==> src/rtl/booth_mul_arbiter.sv <==
// Round-robin sequencer sharing one booth_multiplier among NUM_REQ requesters.
// One transaction is in flight at a time, and a watchdog bounds the wait for completion.
module booth_mul_arbiter #(
    parameter int MUL_WIDTH = 4,
    parameter int NUM_REQ   = 4,
    parameter int TIMEOUT   = 64
) (
    input  logic                         clk,
    input  logic                         rst,
    input  logic [NUM_REQ-1:0]           req_i,
    input  logic [NUM_REQ-1:0]           req_sign_i,
    input  logic [NUM_REQ*MUL_WIDTH-1:0] req_a_i,
    input  logic [NUM_REQ*MUL_WIDTH-1:0] req_b_i,
    output logic [NUM_REQ-1:0]           gnt_o,
    output logic [NUM_REQ-1:0]           rsp_valid_o,
    output logic [2*MUL_WIDTH-1:0]       rsp_data_o,
    output logic                         rsp_err_o,
    output logic                         mul_start_o,
    output logic                         mul_sign_o,
    output logic [MUL_WIDTH-1:0]         mul_a_o,
    output logic [MUL_WIDTH-1:0]         mul_b_o,
    input  logic [2*MUL_WIDTH-1:0]       mul_y_i,
    input  logic                         mul_ready_i
);

    localparam int IDXW = $clog2(NUM_REQ);
    localparam int CNTW = $clog2(TIMEOUT + 1);

    typedef enum logic [1:0] {
        ST_IDLE,
        ST_WAIT,
        ST_RESP
    } state_t;

    state_t                 state_q, state_d;
    logic [IDXW-1:0]        ptr_q, ptr_d;
    logic [IDXW-1:0]        idx_q, idx_d;
    logic [CNTW-1:0]        cnt_q, cnt_d;
    logic                   ready_q;
    logic [NUM_REQ-1:0]     gnt_q, gnt_d;
    logic [NUM_REQ-1:0]     rsp_valid_q, rsp_valid_d;
    logic [2*MUL_WIDTH-1:0] rsp_data_q, rsp_data_d;
    logic                   rsp_err_q, rsp_err_d;
    logic                   mul_start_q, mul_start_d;
    logic                   mul_sign_q, mul_sign_d;
    logic [MUL_WIDTH-1:0]   mul_a_q, mul_a_d;
    logic [MUL_WIDTH-1:0]   mul_b_q, mul_b_d;

    logic                   anyReq;
    logic [IDXW-1:0]        selIdx;
    logic [IDXW-1:0]        cand;
    logic                   selSign;
    logic [MUL_WIDTH-1:0]   selA;
    logic [MUL_WIDTH-1:0]   selB;
    logic                   mulDone;

    // Only a fresh rising edge of ready counts, so a level left high by the
    // previous operation is never mistaken for completion.
    assign mulDone = mul_ready_i & ~ready_q;

    always_comb begin
        anyReq = 1'b0;
        selIdx = '0;
        cand   = '0;
        for (int i = 0; i < NUM_REQ; i++) begin
            cand = IDXW'((int'(ptr_q) + i) % NUM_REQ);
            if (!anyReq && req_i[cand]) begin
                anyReq = 1'b1;
                selIdx = cand;
            end
        end
    end

    always_comb begin
        selSign = 1'b0;
        selA    = '0;
        selB    = '0;
        for (int i = 0; i < NUM_REQ; i++) begin
            if (selIdx == IDXW'(i)) begin
                selSign = req_sign_i[i];
                selA    = req_a_i[i*MUL_WIDTH +: MUL_WIDTH];
                selB    = req_b_i[i*MUL_WIDTH +: MUL_WIDTH];
            end
        end
    end

    always_comb begin
        state_d     = state_q;
        ptr_d       = ptr_q;
        idx_d       = idx_q;
        cnt_d       = cnt_q;
        gnt_d       = '0;
        mul_start_d = 1'b0;
        rsp_valid_d = '0;
        rsp_data_d  = rsp_data_q;
        rsp_err_d   = rsp_err_q;
        mul_sign_d  = mul_sign_q;
        mul_a_d     = mul_a_q;
        mul_b_d     = mul_b_q;
        unique case (state_q)
            ST_IDLE: begin
                if (anyReq) begin
                    idx_d         = selIdx;
                    mul_sign_d    = selSign;
                    mul_a_d       = selA;
                    mul_b_d       = selB;
                    gnt_d[selIdx] = 1'b1;
                    mul_start_d   = 1'b1;
                    cnt_d         = '0;
                    state_d       = ST_WAIT;
                end
            end
            ST_WAIT: begin
                cnt_d = cnt_q + 1'b1;
                // Completion takes priority over a watchdog expiry in the same cycle.
                if (mulDone) begin
                    rsp_data_d         = mul_y_i;
                    rsp_err_d          = 1'b0;
                    rsp_valid_d[idx_q] = 1'b1;
                    state_d            = ST_RESP;
                end else if (cnt_q == CNTW'(TIMEOUT)) begin
                    rsp_data_d         = '0;
                    rsp_err_d          = 1'b1;
                    rsp_valid_d[idx_q] = 1'b1;
                    state_d            = ST_RESP;
                end
            end
            ST_RESP: begin
                ptr_d   = (idx_q == IDXW'(NUM_REQ - 1)) ? '0 : idx_q + 1'b1;
                state_d = ST_IDLE;
            end
            default: state_d = ST_IDLE;
        endcase
    end

    always_ff @(posedge clk or posedge rst) begin
        if (rst) begin
            state_q     <= ST_IDLE;
            ptr_q       <= '0;
            idx_q       <= '0;
            cnt_q       <= '0;
            ready_q     <= 1'b0;
            gnt_q       <= '0;
            rsp_valid_q <= '0;
            rsp_data_q  <= '0;
            rsp_err_q   <= 1'b0;
            mul_start_q <= 1'b0;
            mul_sign_q  <= 1'b0;
            mul_a_q     <= '0;
            mul_b_q     <= '0;
        end else begin
            state_q     <= state_d;
            ptr_q       <= ptr_d;
            idx_q       <= idx_d;
            cnt_q       <= cnt_d;
            ready_q     <= mul_ready_i;
            gnt_q       <= gnt_d;
            rsp_valid_q <= rsp_valid_d;
            rsp_data_q  <= rsp_data_d;
            rsp_err_q   <= rsp_err_d;
            mul_start_q <= mul_start_d;
            mul_sign_q  <= mul_sign_d;
            mul_a_q     <= mul_a_d;
            mul_b_q     <= mul_b_d;
        end
    end

    assign gnt_o       = gnt_q;
    assign rsp_valid_o = rsp_valid_q;
    assign rsp_data_o  = rsp_data_q;
    assign rsp_err_o   = rsp_err_q;
    assign mul_start_o = mul_start_q;
    assign mul_sign_o  = mul_sign_q;
    assign mul_a_o     = mul_a_q;
    assign mul_b_o     = mul_b_q;

endmodule

==> config.mk <==
export PLATFORM = sky130hd
export DESIGN_NAME = booth_mul_arbiter
export DESIGN_NICKNAME = d
export VERILOG_FILES = /design/src/rtl/booth_mul_arbiter.sv
export SDC_FILE = /design/constraint.sdc
export NUM_CORES = 1
export LEC_CHECK = 0
export CAP_MARGIN = 10
export CORE_ASPECT_RATIO = 0.5
export CORE_MARGIN = 2
export CORE_UTILIZATION = 59
export DETAILED_ROUTE_END_ITERATION = 8
export DONT_BUFFER_PORTS = 1
export GPL_ROUTABILITY_DRIVEN = 0
export PLACE_DENSITY_LB_ADDON = 0.3
export SLEW_MARGIN = 20
export SYNTH_ARGS = -nofsm -noshare
export SYNTH_HDL_FRONTEND = slang
export SYNTH_SLANG_ARGS = --single-unit
export TNS_END_PERCENT = 100
==> constraint.sdc <==
create_clock -name clk -period 2.3 [get_ports clk]
set_input_delay 0.23 -clock clk [delete_from_list [all_inputs] [get_ports clk]]
set_output_delay 0.23 -clock clk [all_outputs]
set_load 0.02 [all_outputs]
* Word-level counts from Yosys, hierarchy flattened *
Cells that the tools add are included.

word-level totals
  bits in registers = 41
  bits in latches = 0
  memory bits (writable) = 0
  ROM bits = 0
  input port bits = 51
  output and inout port bits = 27
  logic and storage cells = 103
  memories = 0

cells by class
  $add $sub $neg = 5
  $mul = 0
  divide/modulo/power cells = 0
  magnitude comparators = 8
  equal/unequal tests = 9
  shift operators = 0
  multiplexer cells = 50
  bitwise logic cells = 2
  reductions and logical operators = 16

operators by type and width
  kind                                                         number
  two-way mux 4 bit                                            13
  less-than comparator 2 x 3 -> 1 bit (second input constant)  6
  two-way mux 1 bit                                            18
  two-way mux 2 bit                                            8
  two-way mux 8 bit                                            2
  case mux 7 bit (2 select lines)                              1
  binary-select mux 1 bit (select 2 bit)                       4
  == test 2 bit (second input constant)                        4
  AND reduction 2 bit                                          4
  adder 7 x 1 -> 7 bit (second input constant)                 1
  == test 7 bit (second input constant)                        1
  two-way mux 7 bit                                            1
  logical AND 1 bit                                            5
  adder 2 x 1 -> 2 bit (second input constant)                 2
  adder 2 bit (second input constant)                          2
  demux 1 bit (select 2 bit)                                   2
  == test 2 x 1 -> 1 bit (second input constant)               2
  >= comparator 2 x 1 -> 1 bit (second input constant)         2
  logical NOT 2 bit                                            2
  case mux 2 bit (2 select lines)                              1
  nonzero test 2 bit                                           2
  logical NOT 1 bit                                            3
  inequality test 3 bit (second input constant)                1
  inequality test 2 bit (second input constant)                1
  2 further kinds                                              2

* Logic depth before layout (Yosys ltp) *
Gate-level depths: netlist (run 1).

  depth after elaboration = 18
  gate-level depth with buffers = 7
  mapped depth without buffers = 6

* Worst setup path before layout (run 1) *
No wires, ideal clock.

  path kind = reg-to-reg
  start = reg ptr_q[1]
  end = reg mul_a_q[0] (netlist: mul_a_o[0])
  library setup time = 126 ps
  arrival time = 1716 ps
  data required time = 2174 ps
  slack = 458 ps
  stages on the path, launching flop included = 7
  buffers on the path = 1
  cells stage by stage = dfrtp_1 and2_4 o211a_4 nor2_2 buf_6 mux2_4 a221o_1

on the way
  word-level cells in the longest chain between the ends = 17
  elaborated cells on any way between the ends = 34
  classes of those cells = 3 x add/sub; 3 x eq/ne; 20 x mux; 8 x reduce/logical

RTL lines
  element                                                        line  RTL
  start, declared                                                36    logic [IDXW-1:0] ptr_q, ptr_d;
  start signal, assigned                                         153   ptr_q <= ptr_d;
  branches (longest 17 deep; another with adder 2 x 1 -> 2 bit)  --
  end signal, assigned                                           163   mul_a_q <= mul_a_d;
  end, declared                                                  46    logic [MUL_WIDTH-1:0] mul_a_q, mul_a_d;

Parallel ways; which one is timed is not known. The select of a mux whose other input is x is not followed.
A chain may end at the register's enable or synchronous reset.

* Worst setup path in the final report (run 1) *
  start = reg ptr_q[1]
  end = reg mul_b_q[1] (netlist: mul_b_o[1])

on the way
  word-level cells in the longest chain between the ends = 17
  elaborated cells on any way between the ends = 34
  classes of those cells = 3 x add/sub; 3 x eq/ne; 20 x mux; 8 x reduce/logical

RTL lines
  element                                                        line  RTL
  branches (longest 17 deep; another with adder 2 x 1 -> 2 bit)  --
  end signal, assigned                                           164   mul_b_q <= mul_b_d;
  end, declared                                                  47    logic [MUL_WIDTH-1:0] mul_b_q, mul_b_d;

Parallel ways; which one is timed is not known. The select of a mux whose other input is x is not followed.

==> impl_metrics.prom, run 1 <==
# TYPE chip_impl_metric gauge
chip_impl_metric{name="gate_count_after_technology_mapping",unit=""} 190
chip_impl_metric{name="total_via_count_in_the_routed_design",unit=""} 1563
chip_impl_metric{name="syn_avg_cell_area",unit="sq um"} 11.0
chip_impl_metric{name="p_leak",unit="uW"} 0.00102
chip_impl_metric{name="grt_usage",unit=""} 0.242
chip_impl_metric{name="clock-sinks",unit=""} 41
chip_impl_info{name="yosys-top-cells-area",value="sky130_fd_sc_hd__dfrtp_1 (49%), sky130_fd_sc_hd__ha_1 (3.6%), sky130_fd_sc_hd__a22o_1 (3.4%)"} 1
chip_impl_metric{name="reg2reg_setup_slack",unit="ns"} 0.37
chip_impl_metric{name="drt_first_iter_violations",unit=""} 63
chip_impl_info{name="rr_endpoint",value="mul_b_o[1]"} 1
chip_impl_metric{name="async_flop_share",unit=""} 1.00
chip_impl_metric{name="synth-seq-cells",unit=""} 41
chip_impl_metric{name="relSlewSlack",unit=""} 0.377
chip_impl_metric{name="fill_cells",unit=""} 285
chip_impl_metric{name="antenna_found_initial",unit=""} 0
chip_impl_info{name="criticalPathCategory",value="reg2reg"} 1
chip_impl_metric{name="design.core.area",unit="sq um"} 3420
chip_impl_metric{name="dieArea",unit="sq um"} 4060
chip_impl_metric{name="drt_drc_violations_left",unit=""} 0
chip_impl_metric{name="flow.area_growth_from_synthesis",unit="%"} 7.79
chip_impl_metric{name="ctsLongestPathBuffers",unit=""} 2
chip_impl_metric{name="place.detailed.hpwl",unit="um"} 3280
chip_impl_info{name="synth_flop_cell",value="sky130_fd_sc_hd__dfrtp_1"} 1
chip_impl_metric{name="htree_num_levels",unit=""} 2
chip_impl_metric{name="skew",unit="ns"} 0.00456
chip_impl_metric{name="finalWorstPathRequiredPeriod",unit="ns"} 1.93
chip_impl_metric{name="worst_skew_pair.late_latency",unit="ns"} 0.30
chip_impl_metric{name="cts_buffers",unit=""} 5
chip_impl_metric{name="synth_cell_types",unit=""} 44
chip_impl_info{name="startpoint_type",value="flop"} 1
chip_impl_metric{name="tns",unit="ns"} 0
chip_impl_metric{name="synthesis.nets",unit=""} 247
chip_impl_metric{name="num_antenna_cells",unit=""} 0
chip_impl_metric{name="port_buffers",unit=""} 0
chip_impl_metric{name="ys.warnings.count",unit=""} 0
chip_impl_metric{name="synth_enable_flop_cells",unit=""} 0
chip_impl_info{name="r2r-start",value="ptr_q[1]"} 1
chip_impl_metric{name="fin_area",unit="sq um"} 2250
chip_impl_metric{name="power_density",unit="nW/um^2"} 1250
chip_impl_metric{name="hold_violations",unit=""} 0
chip_impl_metric{name="std_cell_rows",unit=""} 15
chip_impl_metric{name="placed_cell_areas",unit="sq um"} 2150
chip_impl_metric{name="design.portCount",unit=""} 78
chip_impl_metric{name="clk_pin_slew_worst_paths",unit="ns"} 0.08
chip_impl_metric{name="drv.max_cap_violation_count",unit=""} 0
chip_impl_info{name="cts_tree",value="built"} 1
chip_impl_metric{name="detail-route-antenna-nets",unit=""} 0
chip_impl_metric{name="synth-seq-area-share",unit=""} 0.492
chip_impl_metric{name="tightestPinTransition",unit="ns"} 0.934
chip_impl_metric{name="via_per_inst",unit=""} 6.25
chip_impl_metric{name="cts_setup_buffers",unit=""} 0
chip_impl_info{name="synth_largest_area_cell",value="sky130_fd_sc_hd__dfrtp_1"} 1
chip_impl_info{name="setup.worst_path.end_class",value="flop"} 1
chip_impl_metric{name="synth.top_cell.area_share",unit=""} 0.492
chip_impl_metric{name="maximum_fanout_count_along_the_critical_path",unit=""} 7
chip_impl_metric{name="crit_share_post_route",unit=""} 0.839
chip_impl_metric{name="net_total_in_the_final_layout",unit=""} 255
chip_impl_metric{name="drt-total-wl",unit="um"} 4580
chip_impl_metric{name="grt_max_degree",unit=""} 26
chip_impl_info{name="timing.critical_path.to",value="mul_b_o[1]"} 1
chip_impl_metric{name="total_standard_cell_area_after_synthesis",unit="sq um"} 2090
chip_impl_metric{name="grt_pass1_wl",unit="um"} 7110
chip_impl_metric{name="max_freq",unit="MHz"} 518
chip_impl_info{name="hp-class",value="in2async"} 1
chip_impl_metric{name="overflow",unit=""} 0
chip_impl_metric{name="required",unit="ns"} 2.49
chip_impl_metric{name="reg2regPathDepth",unit=""} 6
chip_impl_metric{name="drt-wirelength-per-cell",unit="um"} 18.3
chip_impl_info{name="run_status",value="finished, final reports clean"} 1
chip_impl_info{name="post-synth-top-count-cell",value="sky130_fd_sc_hd__dfrtp_1"} 1
chip_impl_metric{name="worst_ir_drop_vdd",unit="V"} 0.000645
chip_impl_metric{name="cts_repair_resize_count",unit=""} 0
chip_impl_info{name="worst_setup_path_startpoint",value="ptr_q[1]"} 1
chip_impl_metric{name="chipHeight",unit="um"} 46.1
chip_impl_metric{name="final_layout_size_suffix_gt1_frac",unit=""} 0.166
chip_impl_metric{name="final-max-slew-violation-count",unit=""} 0
chip_impl_metric{name="firstDrtPassIters",unit=""} 4
chip_impl_metric{name="crit_arrival",unit="ns"} 2.11
chip_impl_metric{name="finalSetupViolations",unit=""} 0
chip_impl_info{name="cts_root_buf",value="sky130_fd_sc_hd__clkbuf_8"} 1
chip_impl_info{name="rsz_0062_raised_after_global_routing",value="false"} 1
chip_impl_metric{name="horizontal_die_dimension",unit="um"} 88.1
chip_impl_metric{name="number_of_global_route_vias_before_repair",unit=""} 1507
chip_impl_metric{name="initial_utilization",unit=""} 0.611
chip_impl_info{name="synth_top_cells_by_count",value="sky130_fd_sc_hd__dfrtp_1 (41), sky130_fd_sc_hd__nand3_1 (12), sky130_fd_sc_hd__o21ai_0 (12)"} 1
chip_impl_metric{name="timing.hold.ws",unit="ns"} 0.0229
[registers in the layout, indices dropped and copies added, names as in the netlist]
| signal | cells |
|---|---|
| gnt_o | 4 |
| rsp_valid_o | 4 |
| idx_q | 2 |
| ready_q | 1 |
| ptr_q | 2 |
| cnt_q | 7 |
| mul_b_o | 4 |
| rsp_data_o | 8 |
| rsp_err_o | 1 |
| state_q | 2 |
| mul_start_o | 1 |
| mul_sign_o | 1 |
| mul_a_o | 4 |
[where the power goes]
part / switching [uW] / leakage, uW / internal [uW]
combinational: 524 / 0.000447 / 437
sequential: 416 / 0.000528 / 972
clock: 247 / 0.0000439 / 209
total: 1190 / 0.00102 / 1620
[per-stage QoR]
step           instances  power [uW]  setup WS [ns]  utilization
3_5_place_dp         241        2340          0.380        0.630
3_3_place_gp         241        2310          0.424        0.630
6_report             250        2810          0.371        0.659
4_1_cts              250        2820          0.361        0.659
2_1_floorplan        190        2130          0.458            -
5_1_grt              250        2990          0.275        0.659
[metal layers]
metal / GRT usage / routed length (um) / vias to the layer above
li1: - / - / 717
met1: 0.286 / 1850 / 766
met2: 0.420 / 2290 / 73
met3: 0.0824 / 387 / 7
met4: 0.0970 / 58 / 0
met5: 0 / 0 / -
[critical path, cell delays in order (launching register included)]
cell and delay [ns]:
sky130_fd_sc_hd__dfrtp_1 0.43, sky130_fd_sc_hd__and2_4 0.20, sky130_fd_sc_hd__o211a_4 0.27, sky130_fd_sc_hd__nor2_2 0.12
sky130_fd_sc_hd__buf_4 0.18, sky130_fd_sc_hd__mux2_4 0.30, sky130_fd_sc_hd__a221o_1 0.32
[kinds of logic (layout without fill, tap and decap cells)]
logic type / after synthesis / in the layout / synth area share
buf+inv: 15 / 24 / 0.0384
fa+ha+maj: 6 / 6 / 0.0360
compound gates: 54 / 54 / 0.192
simple gates: 61 / 61 / 0.170
flops: 41 / 41 / 0.492
mux: 11 / 11 / 0.0641
xor+xnor: 2 / 2 / 0.00839
[worst min-delay path by stage]
stage          slack [ns]             to  cells after the start   startpoint
2_1_floorplan        0.26        ready_q                      0  mul_ready_i
3_3_place_gp         0.26        ready_q                      0  mul_ready_i
3_5_place_dp         0.26        ready_q                      0  mul_ready_i
4_1_cts              0.06    mul_start_o                      1          rst
5_1_grt              0.06  rsp_data_o[6]                      1   mul_y_i[6]
6_report             0.02       gnt_o[0]                      1          rst
[area by class of cell]
cell class	instances	area (sq um)	area share
tap	51	63.8	0.0284
multi-input combinational	134	981	0.436
inverter	8	30.0	0.0133
timing repair buffer	8	62.6	0.0278
sequential	41	1030	0.456
clock buffer	5	68.8	0.0306
clock inverter	3	17.5	0.00779
[layout by cell type (no fill, tap or decap), types with 2 or more instances in the layout]
cell                       count
sky130_fd_sc_hd__nor3_1        2
sky130_fd_sc_hd__xor2_1        2
sky130_fd_sc_hd__nand2_1      11
sky130_fd_sc_hd__mux2_2        2
sky130_fd_sc_hd__o31ai_1       8
sky130_fd_sc_hd__nor2_1        7
sky130_fd_sc_hd__dfrtp_1      41
sky130_fd_sc_hd__nand2b_1      5
sky130_fd_sc_hd__o21ai_0      12
sky130_fd_sc_hd__or3_1         2
sky130_fd_sc_hd__clkbuf_8      5
sky130_fd_sc_hd__a22o_1        8
sky130_fd_sc_hd__inv_1         7
sky130_fd_sc_hd__ha_1          6
sky130_fd_sc_hd__o211ai_1      2
sky130_fd_sc_hd__o311ai_0      2
sky130_fd_sc_hd__a21oi_1       8
sky130_fd_sc_hd__nand3_1      12
sky130_fd_sc_hd__nand4_1       3
sky130_fd_sc_hd__and2_4        2
sky130_fd_sc_hd__nor2_2        2
sky130_fd_sc_hd__mux2i_1       4
sky130_fd_sc_hd__and2b_1       2
sky130_fd_sc_hd__a211o_1       3
sky130_fd_sc_hd__clkinv_2      2
sky130_fd_sc_hd__nor2b_1       5
sky130_fd_sc_hd__a221o_1       6
sky130_fd_sc_hd__buf_4         7
sky130_fd_sc_hd__mux2_4        4
[timing repair]
item | in CTS | in global routing
endpoints found under the hold margin | 1 | 0
endpoints found under the setup margin | 0 | 0
hold buffers | 1 | 0
Power figures use the tool's default switching activity.
==> inputs of run 2 (changes only) <==
--- a/config.mk
+++ b/config.mk
@@ -8,7 +8,7 @@
 export CAP_MARGIN = 10
 export CORE_ASPECT_RATIO = 0.5
 export CORE_MARGIN = 2
-export CORE_UTILIZATION = 59
+export CORE_UTILIZATION = 56
 export DETAILED_ROUTE_END_ITERATION = 8
 export DONT_BUFFER_PORTS = 1
 export GPL_ROUTABILITY_DRIVEN = 0
==> constraint.sdc (replaced) <==
create_clock -name clk -period 1.77 [get_ports clk]
set_input_delay 0.177 -clock clk [delete_from_list [all_inputs] [get_ports clk]]
set_output_delay 0.177 -clock clk [all_outputs]
set_load 0.02 [all_outputs]
==> impl_metrics.prom, run 2 (synthesis results as in run 1) <==
# TYPE chip_impl_metric gauge
chip_impl_info{name="run_status",value="finished, final reports clean"} 1
chip_impl_metric{name="total_via_count_in_the_routed_design",unit=""} 1634
chip_impl_metric{name="grt_max_degree",unit=""} 25
chip_impl_metric{name="finalWorstPathRequiredPeriod",unit="ns"} 1.73
chip_impl_metric{name="crit_arrival",unit="ns"} 1.91
chip_impl_metric{name="hold_violations",unit=""} 0
chip_impl_info{name="rr_endpoint",value="mul_b_o[1]"} 1
chip_impl_info{name="r2r-start",value="ptr_q[0]"} 1
chip_impl_info{name="hp-class",value="in2reg"} 1
chip_impl_metric{name="flow.area_growth_from_synthesis",unit="%"} 19.2
chip_impl_metric{name="grt_pass1_wl",unit="um"} 7490
chip_impl_metric{name="relSlewSlack",unit=""} 0.534
chip_impl_info{name="rsz_0062_raised_after_global_routing",value="true"} 1
chip_impl_metric{name="chipHeight",unit="um"} 47.2
chip_impl_metric{name="number_of_global_route_vias_before_repair",unit=""} 1568
chip_impl_metric{name="antenna_found_initial",unit=""} 0
chip_impl_metric{name="skew",unit="ns"} 0.00405
chip_impl_metric{name="reg2regPathDepth",unit=""} 6
chip_impl_metric{name="drt_first_iter_violations",unit=""} 55
chip_impl_metric{name="place.detailed.hpwl",unit="um"} 3280
chip_impl_metric{name="reg2reg_setup_slack",unit="ns"} 0.04
chip_impl_metric{name="detailedPlace.worstSlack",unit="ns"} -0.0422
chip_impl_metric{name="max_freq",unit="MHz"} 576
chip_impl_metric{name="drv.max_cap_violation_count",unit=""} 0
chip_impl_metric{name="fin_area",unit="sq um"} 2490
chip_impl_metric{name="port_buffers",unit=""} 0
chip_impl_info{name="cts_root_buf",value="sky130_fd_sc_hd__clkbuf_8"} 1
chip_impl_metric{name="placed_cell_areas",unit="sq um"} 2270
chip_impl_metric{name="tightestPinTransition",unit="ns"} 0.694
chip_impl_metric{name="ctsLongestPathBuffers",unit=""} 2
chip_impl_metric{name="fill_cells",unit=""} 264
chip_impl_metric{name="smallest_setup_slack_after_layout",unit="ns"} 0.0351
chip_impl_info{name="worst_setup_path_startpoint",value="ptr_q[0]"} 1
chip_impl_metric{name="grt_usage",unit=""} 0.232
chip_impl_metric{name="finalSetupViolations",unit=""} 0
chip_impl_metric{name="cts_buffers",unit=""} 5
chip_impl_metric{name="max_stage_delay",unit="ns"} 0.44
chip_impl_info{name="final_common_cell",value="sky130_fd_sc_hd__dfrtp_1"} 1
chip_impl_metric{name="final_layout_size_suffix_gt1_frac",unit=""} 0.257
chip_impl_metric{name="worst_skew_pair.late_latency",unit="ns"} 0.29
chip_impl_metric{name="final-max-slew-violation-count",unit=""} 0
chip_impl_metric{name="largest_register_ff_count",unit=""} 8
chip_impl_metric{name="drt-total-wl",unit="um"} 4730
chip_impl_metric{name="p_leak",unit="uW"} 0.00115
chip_impl_metric{name="htree_num_levels",unit=""} 2
chip_impl_metric{name="required",unit="ns"} 1.95
chip_impl_metric{name="clk_pin_slew_worst_paths",unit="ns"} 0.08
chip_impl_info{name="critPathSlowestCell",value="sky130_fd_sc_hd__dfrtp_1"} 1
chip_impl_metric{name="power_density",unit="nW/um^2"} 1700
chip_impl_metric{name="net_total_in_the_final_layout",unit=""} 274
chip_impl_metric{name="via_per_inst",unit=""} 6.07
chip_impl_info{name="cp_cell_sequence",value="nor2b_2 -> o21ba_2 -> nor2_4 -> buf_6 -> mux2_4 -> a221o_1"} 1
chip_impl_metric{name="finalPower",unit="uW"} 4240
chip_impl_info{name="startpoint_type",value="flop"} 1
chip_impl_metric{name="crit_share_post_route",unit=""} 0.980
chip_impl_info{name="criticalPathCategory",value="reg2reg"} 1
chip_impl_info{name="setup.worst_path.end_class",value="flop"} 1
chip_impl_metric{name="dieArea",unit="sq um"} 4260
chip_impl_metric{name="horizontal_die_dimension",unit="um"} 90.3
chip_impl_metric{name="drt_drc_violations_left",unit=""} 0
chip_impl_metric{name="dpl.cell_count",unit=""} 254
chip_impl_metric{name="clock-sinks",unit=""} 41
chip_impl_metric{name="design.core.area",unit="sq um"} 3510
chip_impl_metric{name="maximum_fanout_count_along_the_critical_path",unit=""} 5
chip_impl_metric{name="firstDrtPassIters",unit=""} 4
chip_impl_info{name="layout.cells.most_common_list",value="sky130_fd_sc_hd__dfrtp_1 (41), sky130_fd_sc_hd__buf_4 (23), sky130_fd_sc_hd__o21ai_0 (12), sky130_fd_sc_hd__nand3_1 (12), sky130_fd_sc_hd__nand2_1 (11)"} 1
chip_impl_metric{name="design.portCount",unit=""} 78
chip_impl_info{name="timing.critical_path.to",value="mul_b_o[1]"} 1
chip_impl_metric{name="std_cell_rows",unit=""} 15
chip_impl_metric{name="overflow",unit=""} 0
chip_impl_metric{name="detail-route-antenna-nets",unit=""} 0
chip_impl_metric{name="initial_utilization",unit=""} 0.595
chip_impl_info{name="cts_tree",value="built"} 1
chip_impl_metric{name="worst_ir_drop_vdd",unit="V"} 0.000784
chip_impl_metric{name="drt-wirelength-per-cell",unit="um"} 17.6
chip_impl_metric{name="finish.cell_count_without_fillers",unit=""} 269
chip_impl_metric{name="num_antenna_cells",unit=""} 0
[run 2: changes by cell type in the layout (fill, tap and decap cells not counted), sizes merged]
| cell | before | now |
|---|---|---|
| buf | 7 | 25 |
| bufinv | 0 | 2 |
| clkinvlp | 1 | 0 |
| dlygate4sd3 | 1 | 2 |
| inv | 8 | 7 |
[run 2: layout make-up]
cell class	count	area (sq um)	share of cell area
Sequential cell	41	1030	0.412
Multi-Input combinational cell	134	1010	0.406
Timing Repair Buffer	27	224	0.0900
Clock buffer	5	68.8	0.0277
Clock inverter	3	65.1	0.0261
Tap cell	51	63.8	0.0256
Inverter	8	30.0	0.0121
[run 2: stage by stage]
| step | util | hold slack, ns | setup TNS [ns] |
|---|---|---|---|
| global placement | 0.646 | 0.107 | 0 |
| global route | 0.709 | 0.00532 | -0.0734 |
| finish | 0.709 | 0.0195 | 0 |
| CTS | 0.701 | 0.0107 | 0 |
| detailed placement | 0.646 | 0.119 | -0.0548 |
| floorplan | - | 0.208 | 0 |
[run 2: layer usage]
metal	vias up	GRT usage	wire (um)
li1	757	-	-
met3	8	0.0770	314
met1	802	0.292	2130
met4	0	0.0554	40
met2	67	0.406	2250
met5	-	0	0
[run 2: worst min path at each step]
stage / startpoint / endpoint / slack [ns] / cells after the start
after floorplan: mul_ready_i / ready_q / 0.21 / 0
after global placement: rst / gnt_o[0] / 0.11 / 1
after detailed placement: rst / mul_a_o[3] / 0.12 / 1
after CTS: mul_y_i[5] / rsp_data_o[5] / 0.01 / 1
after global routing: mul_y_i[5] / rsp_data_o[5] / 0.005 / 1
final: mul_y_i[5] / rsp_data_o[5] / 0.02 / 1
[run 2: report_power, final]
group / internal, uW / switching [uW] / total, uW
clock: 560 / 334 / 895
combinational: 783 / 788 / 1570
sequential: 1260 / 515 / 1780
total: 2610 / 1640 / 4240
[run 2: what timing repair did]
item | 4_1_cts | 5_1_grt
hold buffers | 2 | 0
setup buffers | 5 | 0
pin swaps | 2 | 2
resized for setup | 0 | 9
endpoints found under the hold margin | 18 | 0
cloned | 0 | 0
endpoints found under the setup margin | 6 | 18
[run 2: critical path: cells and delay by family, from the launching register on]
family / cells / cell delay (ns)
AND/OR/NAND/NOR: 2 / 0.19
buffers and inverters: 1 / 0.14
multiplexers: 1 / 0.30
AO/OA/AOI/OAI: 2 / 0.55
flip-flops: 1 / 0.44
==> inputs of run 3 (changes only) <==
--- a/config.mk
+++ b/config.mk
@@ -12,7 +12,7 @@
 export DETAILED_ROUTE_END_ITERATION = 8
 export DONT_BUFFER_PORTS = 1
 export GPL_ROUTABILITY_DRIVEN = 0
-export PLACE_DENSITY_LB_ADDON = 0.3
+export PLACE_DENSITY = 0.74
 export SLEW_MARGIN = 20
 export SYNTH_ARGS = -nofsm -noshare
 export SYNTH_HDL_FRONTEND = slang
==> impl_metrics.prom, run 3 (synthesis results as in run 1) <==
# TYPE chip_impl_metric gauge
chip_impl_metric{name="flow.area_growth_from_synthesis",unit="%"} 21.6
chip_impl_info{name="criticalPathCategory",value="reg2reg"} 1
chip_impl_metric{name="crit_share_post_route",unit=""} 1.01
chip_impl_metric{name="finalPower",unit="uW"} 4320
chip_impl_metric{name="worst_ir_drop_vdd",unit="V"} 0.000783
chip_impl_metric{name="overflow",unit=""} 0
chip_impl_metric{name="pwr-share-seq",unit=""} 0.416
chip_impl_metric{name="fin_area",unit="sq um"} 2540
chip_impl_metric{name="drt_first_iter_violations",unit=""} 53
chip_impl_metric{name="grt_max_degree",unit=""} 32
chip_impl_metric{name="std_cell_rows",unit=""} 15
chip_impl_metric{name="final-max-slew-violation-count",unit=""} 0
chip_impl_metric{name="port_buffers",unit=""} 0
chip_impl_metric{name="finalWorstPathRequiredPeriod",unit="ns"} 1.80
chip_impl_metric{name="placed_cell_areas",unit="sq um"} 2250
chip_impl_metric{name="crit_arrival",unit="ns"} 1.97
chip_impl_metric{name="largest_register_ff_count",unit=""} 8
chip_impl_info{name="layout.cells.most_common_list",value="sky130_fd_sc_hd__dfrtp_1 (40), sky130_fd_sc_hd__buf_4 (21), sky130_fd_sc_hd__o21ai_0 (12), sky130_fd_sc_hd__nand3_1 (12), sky130_fd_sc_hd__nand2_1 (11)"} 1
chip_impl_metric{name="clk_pin_slew_worst_paths",unit="ns"} 0.08
chip_impl_info{name="failed_checks",value="negative setup slack"} 1
chip_impl_metric{name="drt_drc_violations_left",unit=""} 0
chip_impl_info{name="final_common_cell",value="sky130_fd_sc_hd__dfrtp_1"} 1
chip_impl_metric{name="power_density",unit="nW/um^2"} 1700
chip_impl_metric{name="p_clk_frac",unit=""} 0.205
chip_impl_metric{name="power.share.switching",unit=""} 0.386
chip_impl_metric{name="total_switching_power",unit="uW"} 1670
chip_impl_metric{name="internal_power_consumption",unit="uW"} 2650
chip_impl_info{name="rsz_0062_raised_after_global_routing",value="true"} 1
chip_impl_metric{name="cts_buffers",unit=""} 5
chip_impl_metric{name="dpl.cell_count",unit=""} 252
chip_impl_metric{name="total_via_count_in_the_routed_design",unit=""} 1649
chip_impl_info{name="run_status",value="finished, violations left"} 1
chip_impl_metric{name="antenna_found_initial",unit=""} 0
chip_impl_metric{name="detail-route-antenna-nets",unit=""} 0
chip_impl_metric{name="number_of_instances_on_the_worst_hold_path",unit=""} 1
chip_impl_metric{name="final_core_utilization",unit=""} 0.723
chip_impl_metric{name="skew",unit="ns"} 0.00755
chip_impl_info{name="startpoint_type",value="flop"} 1
chip_impl_metric{name="smallest_setup_slack_after_layout",unit="ns"} -0.0258
chip_impl_metric{name="number_of_global_route_vias_before_repair",unit=""} 1686
chip_impl_metric{name="max_freq",unit="MHz"} 557
chip_impl_metric{name="grt_usage",unit=""} 0.248
chip_impl_metric{name="final_layout_size_suffix_gt1_frac",unit=""} 0.268
chip_impl_metric{name="place.detailed.hpwl",unit="um"} 3530
chip_impl_metric{name="chipHeight",unit="um"} 47.2
chip_impl_metric{name="reg2regPathDepth",unit=""} 6
chip_impl_metric{name="relSlewSlack",unit=""} 0.682
chip_impl_metric{name="fill_cells",unit=""} 251
chip_impl_metric{name="design.portCount",unit=""} 78
chip_impl_metric{name="tightestPinTransition",unit="ns"} 0.476
chip_impl_metric{name="clock-sinks",unit=""} 41
chip_impl_metric{name="design.core.area",unit="sq um"} 3510
chip_impl_metric{name="grt_pass1_wl",unit="um"} 7820
chip_impl_metric{name="required",unit="ns"} 1.95
chip_impl_metric{name="share_comb_of_total_power",unit=""} 0.379
chip_impl_metric{name="ctsLongestPathBuffers",unit=""} 2
chip_impl_metric{name="drt-wirelength-per-cell",unit="um"} 18.4
chip_impl_metric{name="via_per_inst",unit=""} 6.08
chip_impl_metric{name="finalSetupViolations",unit=""} 2
chip_impl_metric{name="p_leak",unit="uW"} 0.00117
chip_impl_metric{name="firstDrtPassIters",unit=""} 5
chip_impl_metric{name="detailedPlace.worstSlack",unit="ns"} -0.100
chip_impl_info{name="cts_tree",value="built"} 1
chip_impl_metric{name="finish.cell_count_without_fillers",unit=""} 271
chip_impl_info{name="cts_root_buf",value="sky130_fd_sc_hd__clkbuf_8"} 1
chip_impl_metric{name="hold_violations",unit=""} 0
chip_impl_info{name="hp-class",value="in2reg"} 1
chip_impl_metric{name="drt-total-wl",unit="um"} 5000
chip_impl_metric{name="worst_skew_pair.late_latency",unit="ns"} 0.30
chip_impl_metric{name="net_total_in_the_final_layout",unit=""} 276
chip_impl_metric{name="initial_utilization",unit=""} 0.595
chip_impl_metric{name="horizontal_die_dimension",unit="um"} 90.3
chip_impl_info{name="setup.worst_path.end_class",value="flop"} 1
chip_impl_metric{name="maximum_fanout_count_along_the_critical_path",unit=""} 5
chip_impl_metric{name="dieArea",unit="sq um"} 4260
chip_impl_metric{name="num_antenna_cells",unit=""} 0
chip_impl_metric{name="drv.max_cap_violation_count",unit=""} 0
chip_impl_metric{name="htree_num_levels",unit=""} 2
==> run 3: worst max-delay path: stages, from the launching register on <==
cell,delay (ns)
sky130_fd_sc_hd__dfrtp_2,0.44
sky130_fd_sc_hd__and2_4,0.17
sky130_fd_sc_hd__o211a_4,0.23
sky130_fd_sc_hd__nor2_4,0.10
sky130_fd_sc_hd__buf_6,0.14
sky130_fd_sc_hd__mux2_4,0.30
sky130_fd_sc_hd__a221o_1,0.30
==> run 3: cell type report <==
cell class / count / area (sq um) / area share
flip-flops and latches: 41 / 1030 / 0.405
clock inverters: 3 / 65.1 / 0.0256
clock buffers: 5 / 68.8 / 0.0271
inverters: 8 / 30.0 / 0.0118
multi-input cells: 135 / 1040 / 0.410
repair buffers: 28 / 243 / 0.0957
well taps: 51 / 63.8 / 0.0251
==> run 3: what timing repair did <==
action                     in CTS  in global routing
buffers inserted                6                  2
hold endpoints to repair       11                  0
cloned                          0                  1
pin swaps                       2                 10
setup endpoints to repair       6                 21
gates resized for setup         3                 15
hold buffers                    2                  0
==> run 3: worst paths after layout <==
kind	startpoint	slack, ns	end
worst max-delay path	ptr_q[1]	-0.03	mul_a_o[1]
worst min-delay path	mul_y_i[7]	0.02	rsp_data_o[7]
worst max register to register	ptr_q[1]	-0.03	mul_a_o[1]
worst min register to register	cnt_q[6]	0.52	cnt_q[6]
max in group asynchronous	rst	0.91	ptr_q[1]
min in group asynchronous	rst	0.33	gnt_o[0]
==> run 3: through the flow <==
step	setup TNS [ns]	hold WS, ns
floorplan	0	0.208
global placement	-0.0619	0.0974
detailed placement	-0.362	0.106
CTS	-0.0530	0.0174
global route	-0.528	0.0104
finish	-0.0331	0.0247
==> run 3: metal layers <==
metal | GRT usage | wire length [um]
met5 | 0 | 0
met4 | 0.102 | 59
met3 | 0.101 | 372
met2 | 0.448 | 2520
met1 | 0.278 | 2050
==> run 3: power by group through the flow <==
| stage | sequential (uW) | combinational [uW] | clock [uW] |
|---|---|---|---|
| floorplan | 1750 | 1030 | 0 |
| global placement | 1790 | 1360 | 0 |
| detailed placement | 1800 | 1430 | 0 |
| CTS | 1790 | 1540 | 896 |
| global route | 1840 | 1810 | 934 |
| finish | 1800 | 1640 | 886 |
==> RTL edit 1 (config.mk and constraints of run 2) <==
Take the reset off `rsp_data_q` and load it in a clocked block of its own.
--- a/src/rtl/booth_mul_arbiter.sv
+++ b/src/rtl/booth_mul_arbiter.sv
@@ -143,5 +143,4 @@
             gnt_q       <= '0;
             rsp_valid_q <= '0;
-            rsp_data_q  <= '0;
             rsp_err_q   <= 1'b0;
             mul_start_q <= 1'b0;
@@ -157,5 +156,4 @@
             gnt_q       <= gnt_d;
             rsp_valid_q <= rsp_valid_d;
-            rsp_data_q  <= rsp_data_d;
             rsp_err_q   <= rsp_err_d;
             mul_start_q <= mul_start_d;
@@ -164,4 +162,8 @@
             mul_b_q     <= mul_b_d;
         end
+    end
+
+    always_ff @(posedge clk) begin
+        rsp_data_q <= rsp_data_d;
     end
 
Formal check against the unedited RTL: differs if rst is asserted again (counterexample within 4 cycles, from zero or initial values and one cycle with rst high); with rst held inactive, the same outputs for 10 cycles.
==> RTL edit 1 against run 2 <==
  * The run now ends with negative setup slack left
  * Worst setup slack got worse by 0.17 ns
  * Routed wire length is 14% lower
  * Clock power decreased by 34%
  * Total power shrank 18%
  * Cell area fell by 7.6%
  * Clock skew barely moved
  * Synthesized area is 4.5% lower
  * Sequential cell count is the same
==> RTL edit 1: results (changes against run 2) <==
status: complete, but fails checks
failing checks: negative setup slack
share of cells above drive strength 1: 0.232 (-0.0254)
initial DRC count: 52 (-5.5%)
fillcell total: 266 (+0.76%)
drt pass-1 iters: 4 (unchanged)
Setup WS post-layout: -0.135 ns (-0.170 ns)
met1 Resource Use GR: 0.270 (-0.0222)
Distinct cells, synth: 37 (-16%)
grt met2 use: 0.349 (-0.0571)
Post-synth ARST share: 0.805 (-0.195)
Max clock buf depth: 2 (unchanged)
setup violators final: 8 (+8)
met2 WL: 1.91 mm (-15%)
nets@finish: 259 (-5.5%)
crit-path max FO: 4 (-1)
number of flip-flops in the largest register: 8 (unchanged)
number of port buffers: 0 (unchanged)
Post-synth EDFFs: 8 (+8)
global-route wire length before repair: 6.41 mm (-14%)
DP HPWL: 2.99 mm (-8.9%)
peak supply drop: 782 uV (-0.30%)
Worst EP arrival: 2.08 ns (+0.17 ns)
Synth area leaders: dfrtp_1 41%, edfxtp_1 12%, and2_1 4.4%, o21ai_0 4.3%, a221o_1 4.0%
all-layer global routing usage: 0.212 (-0.0199)
pin count of the biggest net entering global routing: 18 (-28%)
Setup Skew: 0.00357 ns (-0.000474 ns)
Place WS: -0.0878 ns (-0.0456 ns)
DR vias: 1449 (-11%)
wire length on met3: 316 um (+0.64%)
met1 wire length: 1.83 mm (-14%)
Pleak: 1.01 nW (-12%)
met3 Usage GRT: 0.0735 (-0.00357)
most common library cells after synthesis: 33 x dfrtp_1, 17 x o21ai_0, 14 x and2_1
RTL edit 1: path summary, 6_finish.rpt:
check                                     start                          end  slack [ns]  depth (start not counted)
max                        ptr_q[1]$_DFFE_PP0N_       mul_b_o[3]$_DFFE_PP0P_       -0.13                          6
min                                  mul_y_i[3]  rsp_data_o[3]$_SDFFCE_PN0P_        0.08                          1
max reg2reg                ptr_q[1]$_DFFE_PP0N_       mul_b_o[3]$_DFFE_PP0P_       -0.13                          6
min reg2reg                cnt_q[6]$_DFFE_PP0P_         cnt_q[6]$_DFFE_PP0P_        0.48                          1
max in group asynchronous                   rst       mul_a_o[2]$_DFFE_PP0P_        0.84                          3
min in group asynchronous                   rst         cnt_q[1]$_DFFE_PP0P_        0.41                          2
RTL edit 1: final cells by class:
class	instances	area (um^2)	share of cell area
multi-input combinational	125	875	0.380
clock buffer	5	68.8	0.0299
sequential	41	1070	0.464
timing repair buffer	22	183	0.0794
tap	51	63.8	0.0277
clock inverter	3	17.5	0.00762
inverter	7	26.3	0.0114
RTL edit 1: critical path: stages (launching register included):
cell and delay, ns:
dfrtp_1 0.44, mux2i_2 0.29, o22ai_2 0.14, nor2_4 0.14, buf_4 0.14, mux2_2 0.33
a221o_1 0.32
RTL edit 1: cell families after synthesis:
| logic type | count (synthesis) | share of synthesized area |
|---|---|---|
| adder cells (fa/ha/maj) | 6 | 0.0377 |
| AND/OR/NAND/NOR | 55 | 0.150 |
| flip-flops | 41 | 0.535 |
| buffers and inverters | 16 | 0.0339 |
| XOR/XNOR | 1 | 0.00440 |
| AO/OA/AOI/OAI | 52 | 0.171 |
| multiplexers | 11 | 0.0684 |
RTL edit 1: through the flow:
step | TNS, ns | utilization | std cells | area (um^2)
CTS | -0.600 | 0.666 | 252 | 2270
finish | -0.970 | 0.673 | 254 | 2300
detailed placement | -0.599 | 0.631 | 241 | 2160
global placement | -0.0165 | 0.631 | 241 | 2160
floorplan | -0.380 | - | 182 | 1990
global route | -1.21 | 0.673 | 254 | 2300
RTL edit 1: timing repair:
item | in CTS | in global routing
setup endpoints to repair | 8 | 9
hold buffers | 2 | 0
gates resized for setup | 1 | 3
buffers inserted | 1 | 2
endpoints found under the hold margin | 17 | 0
RTL edit 1: power groups by stage:
| stage | Clock [mW] | Sequential (mW) | Combinational [mW] |
|---|---|---|---|
| 5_1_grt | 0.657 | 1.66 | 1.38 |
| 3_3_place_gp | 0 | 1.64 | 1.14 |
| 4_1_cts | 0.605 | 1.63 | 1.21 |
| 3_5_place_dp | 0 | 1.64 | 1.19 |
| 6_report | 0.593 | 1.63 | 1.25 |
| 2_1_floorplan | 0 | 1.59 | 0.831 |
==> RTL edit 2 (flow settings as in run 2) <==
Made on the original files. Change the parameter `NUM_REQ` from 4 to 2.
--- a/src/rtl/booth_mul_arbiter.sv
+++ b/src/rtl/booth_mul_arbiter.sv
@@ -3,5 +3,5 @@
 module booth_mul_arbiter #(
     parameter int MUL_WIDTH = 4,
-    parameter int NUM_REQ   = 4,
+    parameter int NUM_REQ   = 2,
     parameter int TIMEOUT   = 64
 ) (
Ports: changed (6 resized); port bits go from 78 to 54. No check against the original RTL was run, so the function may have changed too.
==> RTL edit 2 against run 2 <==
  * Die area shrank 25%
  * Sequential share of layout area grew 10 points
  * Synthesized area shrank 27%
  * Worst setup slack gained 0.16 ns
  * Cell area shrank 32%
  * Highest routed layer unchanged
  * First-iteration DRC count shrank 40%
  * Non-clock buffer count shrank 21
  * Combinational power shrank 53%
  * Count of clock-buffer cells in the layout is the same
  * Total power shrank 29%
  * Sequential cell count shrank 6
  * Routed wire length shrank 39%
  * Largest cell class unchanged
  * Critical endpoint is now rsp_data_o[6]$_DFFE_PP0P_
==> RTL edit 2: results (changes against run 2) <==
CP startpoint: cnt_q[2]$_DFFE_PP0P_
initial DRC count: 33 (-40%)
cells on worst reg2reg path: 3 (-3)
WL/cell: 15.4 um (-12%)
fillcell total: 214 (-19%)
postcts setup bufs: 0 (-5)
met3 Usage GRT: 0.119 (+0.0419)
Synth Flop Type: dfrtp_1
Distinct cells, synth: 29 (-34%)
peak supply drop: 916 uV (+17%)
Via density: 5.84 (-3.9%)
R2R setup slack: 0.20 ns (+0.16 ns)
max frequency: 637 MHz (+10%)
crit-path max FO: 11 (+6)
Pleak: 0.830 nW (-28%)
grt met2 use: 0.319 (-0.0870)
Worst EP arrival: 1.75 ns (-0.16 ns)
global-route wire length before repair: 4.60 mm (-39%)
Synth Area per Inst: 10.8 um^2 (-1.7%)
all-layer global routing usage: 0.208 (-0.0230)
Max clock buf depth: 2 (unchanged)
Final Cell Area: 1700 um^2 (-32%)
met1 Resource Use GR: 0.243 (-0.0493)
Setup Skew: 0.00540 ns (+0.00136 ns)
pin count of the biggest net entering global routing: 36 (+44%)
nets@finish: 182 (-34%)
post-route insts no fill: 186 (-31%)
status: completed
DP Area: 1570 um^2 (-31%)
share of cells above drive strength 1: 0.0940 (-0.163)
Post-synth ARST share: 1.00 (unchanged)
RR Endpoint: rsp_data_o[6]$_DFFE_PP0P_
DP HPWL: 2.10 mm (-36%)
vias in the first global route: 1006 (-36%)
Slew @ Worst Pin: 0.486 ns (-0.208 ns)
Critical Path Max Stage Delay: 0.47 ns (+0.03 ns)
Synth area leaders: dfrtp_1 57%, inv_1 6.9%, o221ai_1 6.3%, a22o_1 4.0%, o21ai_0 3.9%
-- RTL edit 2: cell types whose count changed after synthesis, moves of 6 or more --
cell,before,now
dfrtp_1,41,35
nand2_1,11,4
a21oi_1,8,2
o221ai_1,0,11
inv_1,7,28
a221o_1,6,0
-- RTL edit 2: area by class of cell --
cell class	count	area share
multi-input combinational	73	0.302
clock inverter	2	0.0221
inverter	28	0.0619
clock buffer	5	0.0406
sequential	35	0.516
tap	37	0.0273
timing repair buffer	6	0.0295
-- RTL edit 2: critical path, delay by kind of cell, from the launching register on --
| kind | cells | cell delay [ns] |
|---|---|---|
| and+or+nand+nor | 1 | 0.38 |
| AOI/OAI and AO/OA | 2 | 0.62 |
| DFF | 1 | 0.47 |
-- RTL edit 2: per-layer routing --
metal  part of all wire  vias up
met5                  0        -
met4              0.012        0
met3               0.11        5
met2               0.42       53
met1               0.46      516
li1                   -      512
-- RTL edit 2: through the flow --
step           power (mW)  hold slack (ns)
5_1_grt              3.23           0.0207
3_3_place_gp         2.31            0.188
4_1_cts              3.04           0.0165
6_report             3.02           0.0225
2_1_floorplan        2.14            0.208
3_5_place_dp         2.34            0.189
-- RTL edit 2: power breakdown --
part	total [mW]	switching (mW)	leakage, nW	internal [mW]
clock network	0.690	0.279	0.0502	0.411
registers	1.60	0.501	0.446	1.09
logic	0.735	0.400	0.333	0.335
total	3.02	1.18	0.830	1.84
-- RTL edit 2: kinds of logic after synthesis --
kind of cell | share of synthesized area
buf+inv | 0.0939
compound gates | 0.215
simple gates | 0.104
fa+ha+maj | 0.0163
flops | 0.571
